<file path="src/rtl/nibble_serial_adder.sv">
// nibble_serial_adder: multi-cycle wide adder that pushes one nibble per clock,
// LSB first, through a single 4-bit ripple slice with a registered carry loop.
module full_adder (
  input  logic a,
  input  logic b,
  input  logic ci,
  output logic s,
  output logic co
);
  assign s  = a ^ b ^ ci;
  assign co = (a & b) | (ci & (a ^ b));
endmodule

module ripple_adder4 (
  input  logic [3:0] a,
  input  logic [3:0] b,
  input  logic       carry_in,
  output logic [3:0] sum,
  output logic       carry_out
);
  logic [4:0] c;
  assign c[0] = carry_in;
  assign carry_out = c[4];
  for (genvar i = 0; i < 4; i++) begin : g_fa
    full_adder u_fa (.a(a[i]), .b(b[i]), .ci(c[i]), .s(sum[i]), .co(c[i+1]));
  end
endmodule

module nibble_serial_adder #(
  parameter int WIDTH = 16
) (
  input  logic             clk,
  input  logic             rst_n,
  input  logic             in_valid,
  output logic             in_ready,
  input  logic [WIDTH-1:0] a,
  input  logic [WIDTH-1:0] b,
  input  logic             carry_in,
  output logic             out_valid,
  input  logic             out_ready,
  output logic [WIDTH-1:0] sum,
  output logic             carry_out,
  output logic             busy
);
  localparam int NIB = WIDTH / 4;
  localparam int IW  = $clog2(NIB);

  typedef enum logic [1:0] {IDLE, RUN, DONE} state_t;

  state_t           state, state_nx;
  logic [WIDTH-1:0] a_reg, b_reg;
  logic [IW-1:0]    idx;
  logic             carry_reg, armed, accept, last;
  logic [3:0]       a_nib, b_nib, slice_sum;
  logic             slice_co;

  // armed keeps in_ready low until the first clock after reset release
  assign in_ready = armed && state == IDLE;
  assign busy     = state != IDLE;
  assign accept   = in_valid && in_ready;
  assign last     = idx == IW'(NIB - 1);
  assign a_nib    = a_reg[4*idx +: 4];
  assign b_nib    = b_reg[4*idx +: 4];

  ripple_adder4 u_slice (
    .a(a_nib), .b(b_nib), .carry_in(carry_reg),
    .sum(slice_sum), .carry_out(slice_co)
  );

  always_comb begin
    state_nx = state == IDLE ? (accept ? RUN : IDLE)
             : state == RUN  ? (last ? DONE : RUN)
             : (out_ready ? IDLE : DONE);
  end

  always_ff @(posedge clk or negedge rst_n) begin
    if (!rst_n) state <= IDLE;
    else state <= state_nx;
  end

  always_ff @(posedge clk or negedge rst_n) begin
    if (!rst_n) begin
      armed     <= 1'b0;
      a_reg     <= '0;
      b_reg     <= '0;
      carry_reg <= 1'b0;
      idx       <= '0;
      sum       <= '0;
      carry_out <= 1'b0;
      out_valid <= 1'b0;
    end else begin
      armed <= 1'b1;
      if (accept) begin
        a_reg     <= a;
        b_reg     <= b;
        carry_reg <= carry_in;
        idx       <= '0;
      end else if (state == RUN) begin
        sum[4*idx +: 4] <= slice_sum;
        carry_reg       <= slice_co;
        idx             <= last ? '0 : idx + 1'b1;
        if (last) begin
          carry_out <= slice_co;
          out_valid <= 1'b1;
        end
      end else if (state == DONE && out_ready) begin
        out_valid <= 1'b0;
      end
    end
  end
endmodule

</file>
<file path="config.mk">
export PLATFORM = sky130hd
export DESIGN_NAME = nibble_serial_adder
export DESIGN_NICKNAME = d
export VERILOG_FILES = /design/src/rtl/nibble_serial_adder.sv
export SDC_FILE = /design/constraint.sdc
export NUM_CORES = 1
export LEC_CHECK = 0
export BUFFER_PORTS_ARGS = -buffer_cell sky130_fd_sc_hd__buf_2
export CORE_ASPECT_RATIO = 1.1
export CORE_MARGIN = 3
export CORE_UTILIZATION = 30
export CTS_CLUSTER_DIAMETER = 120
export DETAILED_ROUTE_END_ITERATION = 10
export GPL_ROUTABILITY_DRIVEN = 0
export PLACE_DENSITY = 0.51
export SYNTH_ARGS = -nofsm -noshare
export SYNTH_HDL_FRONTEND = slang
export SYNTH_HIERARCHICAL = 1
export SYNTH_SLANG_ARGS = --single-unit
</file>
<file path="constraint.sdc">
create_clock -name clk -period 7.3 [get_ports clk]
set_input_delay 1.46 -clock clk [delete_from_list [all_inputs] [get_ports clk]]
set_output_delay 1.46 -clock clk [all_outputs]
set_load 0.005 [all_outputs]
</file>
==> results of run 1 <==
cell type report:
type	count	area share, %
Clock buffer	7	2.81
Sequential cell	56	45.6
Multi-Input combinational cell	103	37.0
Timing Repair Buffer	57	9.36
Inverter	4	0.488
Clock inverter	1	0.244
Tap cell	111	4.52
routing by layer:
metal | routed length [um] | up-vias
met5 | 0 | -
met1 | 2340 | 746
li1 | - | 737
met2 | 2520 | 37
met3 | 261 | 7
met4 | 74 | 0
worst max path at each step:
stage,endpoint,slack [ns],start,cells after the start
final,sum[7]$_DFFE_PN0P_,3.75,idx[0]$_DFFE_PN0P_,7
after global routing,sum[7]$_DFFE_PN0P_,3.54,idx[0]$_DFFE_PN0P_,7
after CTS,sum[7]$_DFFE_PN0P_,3.71,idx[0]$_DFFE_PN0P_,7
after detailed placement,sum[7]$_DFFE_PN0P_,3.72,idx[0]$_DFFE_PN0P_,7
after global placement,sum[11]$_DFFE_PN0P_,3.76,idx[0]$_DFFE_PN0P_,6
after floorplan,sum[11]$_DFFE_PN0P_,4.06,idx[0]$_DFFE_PN0P_,7
cells in the mapped netlist, types with 2 or more instances:
| cell type | count |
|---|---|
| a21oi_1 | 4 |
| a22o_1 | 8 |
| buf_6 | 4 |
| dfrtp_1 | 56 |
| fa_1 | 4 |
| ha_1 | 6 |
| inv_1 | 4 |
| mux2_1 | 5 |
| mux2_2 | 8 |
| mux2_4 | 20 |
| mux4_2 | 8 |
| nand2_1 | 13 |
| nor2_1 | 2 |
| o21ai_0 | 2 |
| o2bb2ai_1 | 8 |
logic make-up after synthesis:
| logic type | Yosys count | synth area share, % |
|---|---|---|
| muxes | 42 | 24.4 |
| other | 1 | 0.144 |
| DFF | 56 | 53.7 |
| and+or+nand+nor | 27 | 6.33 |
| AOI/OAI and AO/OA | 23 | 6.80 |
| adders and majority gates | 10 | 5.94 |
| buffers and inverters | 10 | 2.73 |
where the power goes:
part | internal [mW] | switching, mW
Sequential | 0.449 | 0.115
Combinational | 0.353 | 0.277
Clock | 0.0775 | 0.104
Total | 0.880 | 0.496
placed cells by master, fill, tap and decap left out:
cell        instances
or2_2               1
mux2_4             20
nand4b_1            1
nor2_1              2
dfrtp_1            56
and4bb_2            1
a21oi_1             4
or4b_4              1
o21bai_1            1
buf_2              56
clkbuf_1            1
nand2_1            13
mux4_2              8
and4_1              1
conb_1              1
mux2_1              5
nor2b_1             1
buf_4               1
clkbuf_8            6
o21ai_0             2
mux2i_1             1
and2b_1             1
clkinvlp_4          1
or3_1               1
fa_1                4
o2bb2ai_1           8
ha_1                6
mux2_2              8
inv_1               4
nand2b_2            1
a22o_1              8
nor4b_2             1
nor3b_1             1
nand3b_1            1
==> results.md, run 1 <==
- Status: complete, no violations
- Nets: 274
- Post-synth top area cell: dfrtp_1
- CTS H-tree lvls: 2
- Skew-Pair Late Insertion Delay: 0.31 ns
- Crit Path Class: flip-flop to flip-flop
- Mean Syn Cell Area: 15.5 um2
- CP cell instances: mux4_2 > fa_1 > fa_1 > fa_1 > fa_1 > nand2_1 > o2bb2ai_1
- Worst hold path type: flip-flop to flip-flop
- Syn Nets: 216
- Worst R2R Setup Slack: 3.75 ns
- Crit path DAT: 3.79 ns
- IO Pins: 57
- DP Cell Count: 331
- Worst-path clk slew: 0.10 ns
- Startpoint types: flip-flop
- Total grt overflow: 0
- Register area share after synthesis: 53.7%
- Total power: 1.38 mW
- Final setup fails: 0
- Routed Antenna Nets: 0
- I/O Buffers: 56
- Area of the mapped netlist: 2610 um2
- Fin crit share: 48.6%
- Pwr dens: 447 nW/um2
- Global-route wire length before repair: 8650 um
- RR Startpoint: idx[0]$_DFFE_PN0P_
- Die Y: 104 um
- Number of global-route vias before repair: 1639
- Synth-to-layout area growth: 17.8%
- Hold EP: b_reg[2]$_DFFE_PN0P_
- Initial antenna violation count: 0
- Storage element area: 1400 um2
- Root buffer cell: clkbuf_8
- Final antenna diode count: 0
- Place WS: 3.72 ns
- Peak VDD IR: 0.183 mV
- Number of vias in the routed layout: 1527
- Core area: 8410 um2
- Asr flop ratio synth: 100%
- Unrepaired setup endpoints after global routing: no
- CTS Buffer Depth: 2
- CP most frequent cell: fa_1
- Cell row count: 35
- #FFs+latches synth: 56
- Crit path max-delay cell type: dfrtp_1
- Max-capacitance violation count: 0
- Aggregate global-route resource usage: 11.5%
- Clock tree sinks: 56
- DRC violations left: 0
- Leak: 1.44 nW
- Worst hold slack: 0.497 ns
- Setup Total Neg Slack: 0 ns
- CTS tree: yes
- Synth top area cells: dfrtp_1 (54%), mux2_4 (11%), mux4_2 (6.9%)
- Initial drt markers: 42
- Actual slew at the worst max-slew pin: 1.15 ns
- Chip width: 95.0 um
- Reg-to-Reg End: sum[7]$_DFFE_PN0P_
- Critical hold path startpoint: b_reg[2]$_DFFE_PN0P_
- Delay-heaviest family, CP: adder cells
- Hpwl dp: 3830 um
- CP peak stage delay: 0.87 ns
- M2 GR Usage: 18.1%
- Met3 usage: 2.75%
- Placed cell area: 2980 um2
- Fin area: 3080 um2
- Routed wire length: 5200 um
- Post-synthesis instance total: 169
- Drt first pass iters: 3
- F_max: 282 MHz
- Ys flop type: dfrtp_1
- Rel. slew slack: 23.2%
- Required time of the critical path: 7.55 ns
- Cts repair resizes: 0
- Footprint of the multi-input gates: 1140 um2
- Die area: 9860 um2
- Distinct cell type count after synthesis: 32
- Top-area cell type share of the netlist area: 53.7%
- Total CTS buffers: 5
- Fill cells: 865
- Layout cells sized above 1: 46.1%
- Slack of the critical path: 3.75 ns
- GR Layer Usage met1: 15.4%
- Final hold viol count: 0
- CP max FO: 17
- Fin Clk Skew: 0.00517 ns
- Max-slew violations: 0
- Critical path endpoint category: flip-flop
- Finished Layout Cells: 339
- Final core occ: 36.6%
- Routed WL per cell: 15.3 um
- Critical path buffers and inverters: 0
- Shortest period the worst path allows: 3.55 ns
- Gr busiest metal: met2
- Postcts setup bufs: 0
- Post-synth EDFFs: 0
- Hold Crit Depth: 1
- Avg Vias per Cell: 4.50
- Post-CTS Hold Fix Bufs: 0
- Pin count of the biggest net entering global routing: 57
- Worst R2R Path Depth: 7
- Synth Warn #: 6
- Starting Density: 31.1%
Power figures use the tool's default switching activity.
==> inputs of run 2 (changes only) <==
Clock period 7.3 ns to 3.7 ns, I/O delays scaled along.
==> run 2 against run 1 <==
Against the previous run:
- count of clock-buffer cells in the layout down 2
- sequential cell count did not move
- via count increased by 2.6%
- worst hold slack got worse by 0.094 ns
- register-to-register slack got worse by 3.1 ns
- routed wire length increased by 1.4%
- non-clock buffer count grew 5
- clock skew is 0.0062 ns higher
- sequential share of layout area shrank 0.85 points
- final cell count rose by 1.5%
- critical path type unchanged
- critical endpoint is now sum[11]$_DFFE_PN0P_
==> results.md, run 2 (same netlist as run 1, synthesis figures left out) <==
- Status: complete, no violations
- IO Pins: 57 (unchanged)
- F_max: 327 MHz (+16%)
- Chip width: 95.0 um (unchanged)
- Aggregate global-route resource usage: 11.5% (+0.027 points)
- Int Pwr: 1.81 mW (+110%)
- Core area: 8410 um2 (unchanged)
- Total grt overflow: 0 (unchanged)
- CTS tree: yes
- Routed wire length: 5270 um (+1.4%)
- Root buffer cell: clkbuf_8
- Avg Vias per Cell: 4.56 (+1.1%)
- Layout cells sized above 1: 47.6% (+1.6 points)
- Initial drt markers: 36 (-14%)
- Number of global-route vias before repair: 1742 (+6.3%)
- Cell row count: 35 (unchanged)
- Routed WL per cell: 15.3 um (about the same)
- Fin Clk Skew: 0.0114 ns (+0.00619 ns)
- Crit path DAT: 3.26 ns (-0.53 ns)
- Die area: 9860 um2 (unchanged)
- Hpwl dp: 4090 um (+6.7%)
- Final antenna diode count: 0 (unchanged)
- Clock tree sinks: 56 (unchanged)
- Actual slew at the worst max-slew pin: 0.890 ns (-0.263 ns)
- Startpoint types: flip-flop
- Total CTS buffers: 5 (unchanged)
- Skew-Pair Late Insertion Delay: 0.31 ns (about the same)
- Clock network fraction of total power: 14.9% (+1.7 points)
- Global-route wire length before repair: 8760 um (+1.3%)
- Unrepaired setup endpoints after global routing: no
- Nets: 279 (+1.8%)
- Starting Density: 31.1% (unchanged)
- Most frequent cells in the layout: dfrtp_1 (56), buf_2 (56), mux2_4 (20)
- Worst R2R Setup Slack: 0.65 ns (-3.11 ns)
- Final hold viol count: 0 (unchanged)
- Crit Path Class: flip-flop to flip-flop
- Number of vias in the routed layout: 1567 (+2.6%)
- Leak: 1.47 nW (+2.5%)
- I/O Buffers: 56 (unchanged)
- Critical path endpoint category: flip-flop
- Rel. slew slack: 40.7% (+18 points)
- Initial antenna violation count: 0 (unchanged)
- Final core occ: 37.3% (+0.70 points)
- Postcts setup bufs: 0 (unchanged)
- DRC violations left: 0 (unchanged)
- Required time of the critical path: 3.90 ns (-3.65 ns)
- Synth-to-layout area growth: 20.0%
- Setup Total Neg Slack: 0 ns (unchanged)
- Combinational Power Share: 46.9% (+1.1 points)
- Pwr dens: 889 nW/um2 (+99%)
- Storage element area: 1400 um2 (unchanged)
- CTS Buffer Depth: 2 (unchanged)
- Fin area: 3130 um2 (+1.9%)
- Drt first pass iters: 3 (unchanged)
- CP max FO: 4 (-13)
- Shortest period the worst path allows: 3.05 ns (-0.495 ns)
- Footprint of the multi-input gates: 1140 um2 (unchanged)
- Final setup fails: 0 (unchanged)
- Cts repair resizes: 0 (unchanged)
- Routed Antenna Nets: 0 (unchanged)
- Psw: 980 uW (+98%)
- Placed cell area: 3020 um2 (+1.3%)
- Sw Ratio: 35.2% (-0.87 points)
- Reg power frac: 38.2% (-2.8 points)
- CTS H-tree lvls: 2 (unchanged)
- Worst-path clk slew: 0.11 ns (about the same)
- Fill cells: 852 (-1.5%)
- Post-CTS Hold Fix Bufs: 0 (unchanged)
- Worst hold slack: 0.403 ns (-0.0942 ns)
- Worst hold path type: input pin to async pin
- Max-slew violations: 0 (unchanged)
- Pin count of the biggest net entering global routing: 33 (-42%)
- Die Y: 104 um (unchanged)
- Fin crit share: 82.5% (+34 points)
- Peak VDD IR: 0.296 mV (+62%)
- Max-capacitance violation count: 0 (unchanged)
## run 2: cell count changes in the layout (fill, tap and decap cells not counted)
cell | previous run | this run
bufinv_16 | 0 | 1
buf_4 | 1 | 6
clkbuf_8 | 6 | 5
inv_6 | 0 | 1
clkbuf_1 | 1 | 0
## run 2: worst max-delay path, cell delays in order (launching register included)
cell	delay [ns]
dfrtp_1	0.45
mux4_2	0.54
fa_1	0.45
fa_1	0.39
fa_1	0.39
fa_1	0.50
a22o_1	0.23
## run 2: path summary, 6_finish.rpt
| kind | depth (start not counted) | end | start |
|---|---|---|---|
| min in group clk | 1 | b_reg[1]$_DFFE_PN0P_ | b_reg[1]$_DFFE_PN0P_ |
| max reg2reg | 6 | sum[11]$_DFFE_PN0P_ | idx[0]$_DFFE_PN0P_ |
| max | 6 | sum[11]$_DFFE_PN0P_ | idx[0]$_DFFE_PN0P_ |
| min reg2reg | 1 | b_reg[1]$_DFFE_PN0P_ | b_reg[1]$_DFFE_PN0P_ |
| min | 1 | b_reg[7]$_DFFE_PN0P_ | rst_n |
| max in group asynchronous | 2 | a_reg[0]$_DFFE_PN0P_ | rst_n |
## run 2: layer usage
layer | share of wire, % | global-route usage [%] | up-vias
met2 | 49 | 19.1 | 38
met3 | 4.4 | 2.46 | 6
met4 | 1.1 | 2.78 | 0
met1 | 45 | 15.2 | 780
met5 | 0 | 0 | -
li1 | - | - | 743
## run 2: metrics by stage
stage	power (mW)	worst slack, ns	std cells
global route	3.03	0.489	344
detailed placement	2.43	0.630	336
finish	2.79	0.646	344
floorplan	1.99	0.463	169
CTS	2.84	0.629	344
global placement	2.42	0.691	336
## run 2: layout make-up
type	instances	area share (%)
clock inverter	3	1.48
sequential	56	44.7
tap	111	4.43
multi-input combinational	103	36.3
inverter	4	0.479
timing repair buffer	62	10.4
clock buffer	5	2.20
## run 2: power by group through the flow
stage	Sequential, mW	Clock [mW]	Combinational (mW)
5_1_grt	1.11	0.456	1.46
4_1_cts	1.07	0.428	1.34
3_3_place_gp	1.08	0	1.34
2_1_floorplan	1.03	0	0.966
6_report	1.07	0.414	1.31
3_5_place_dp	1.09	0	1.34
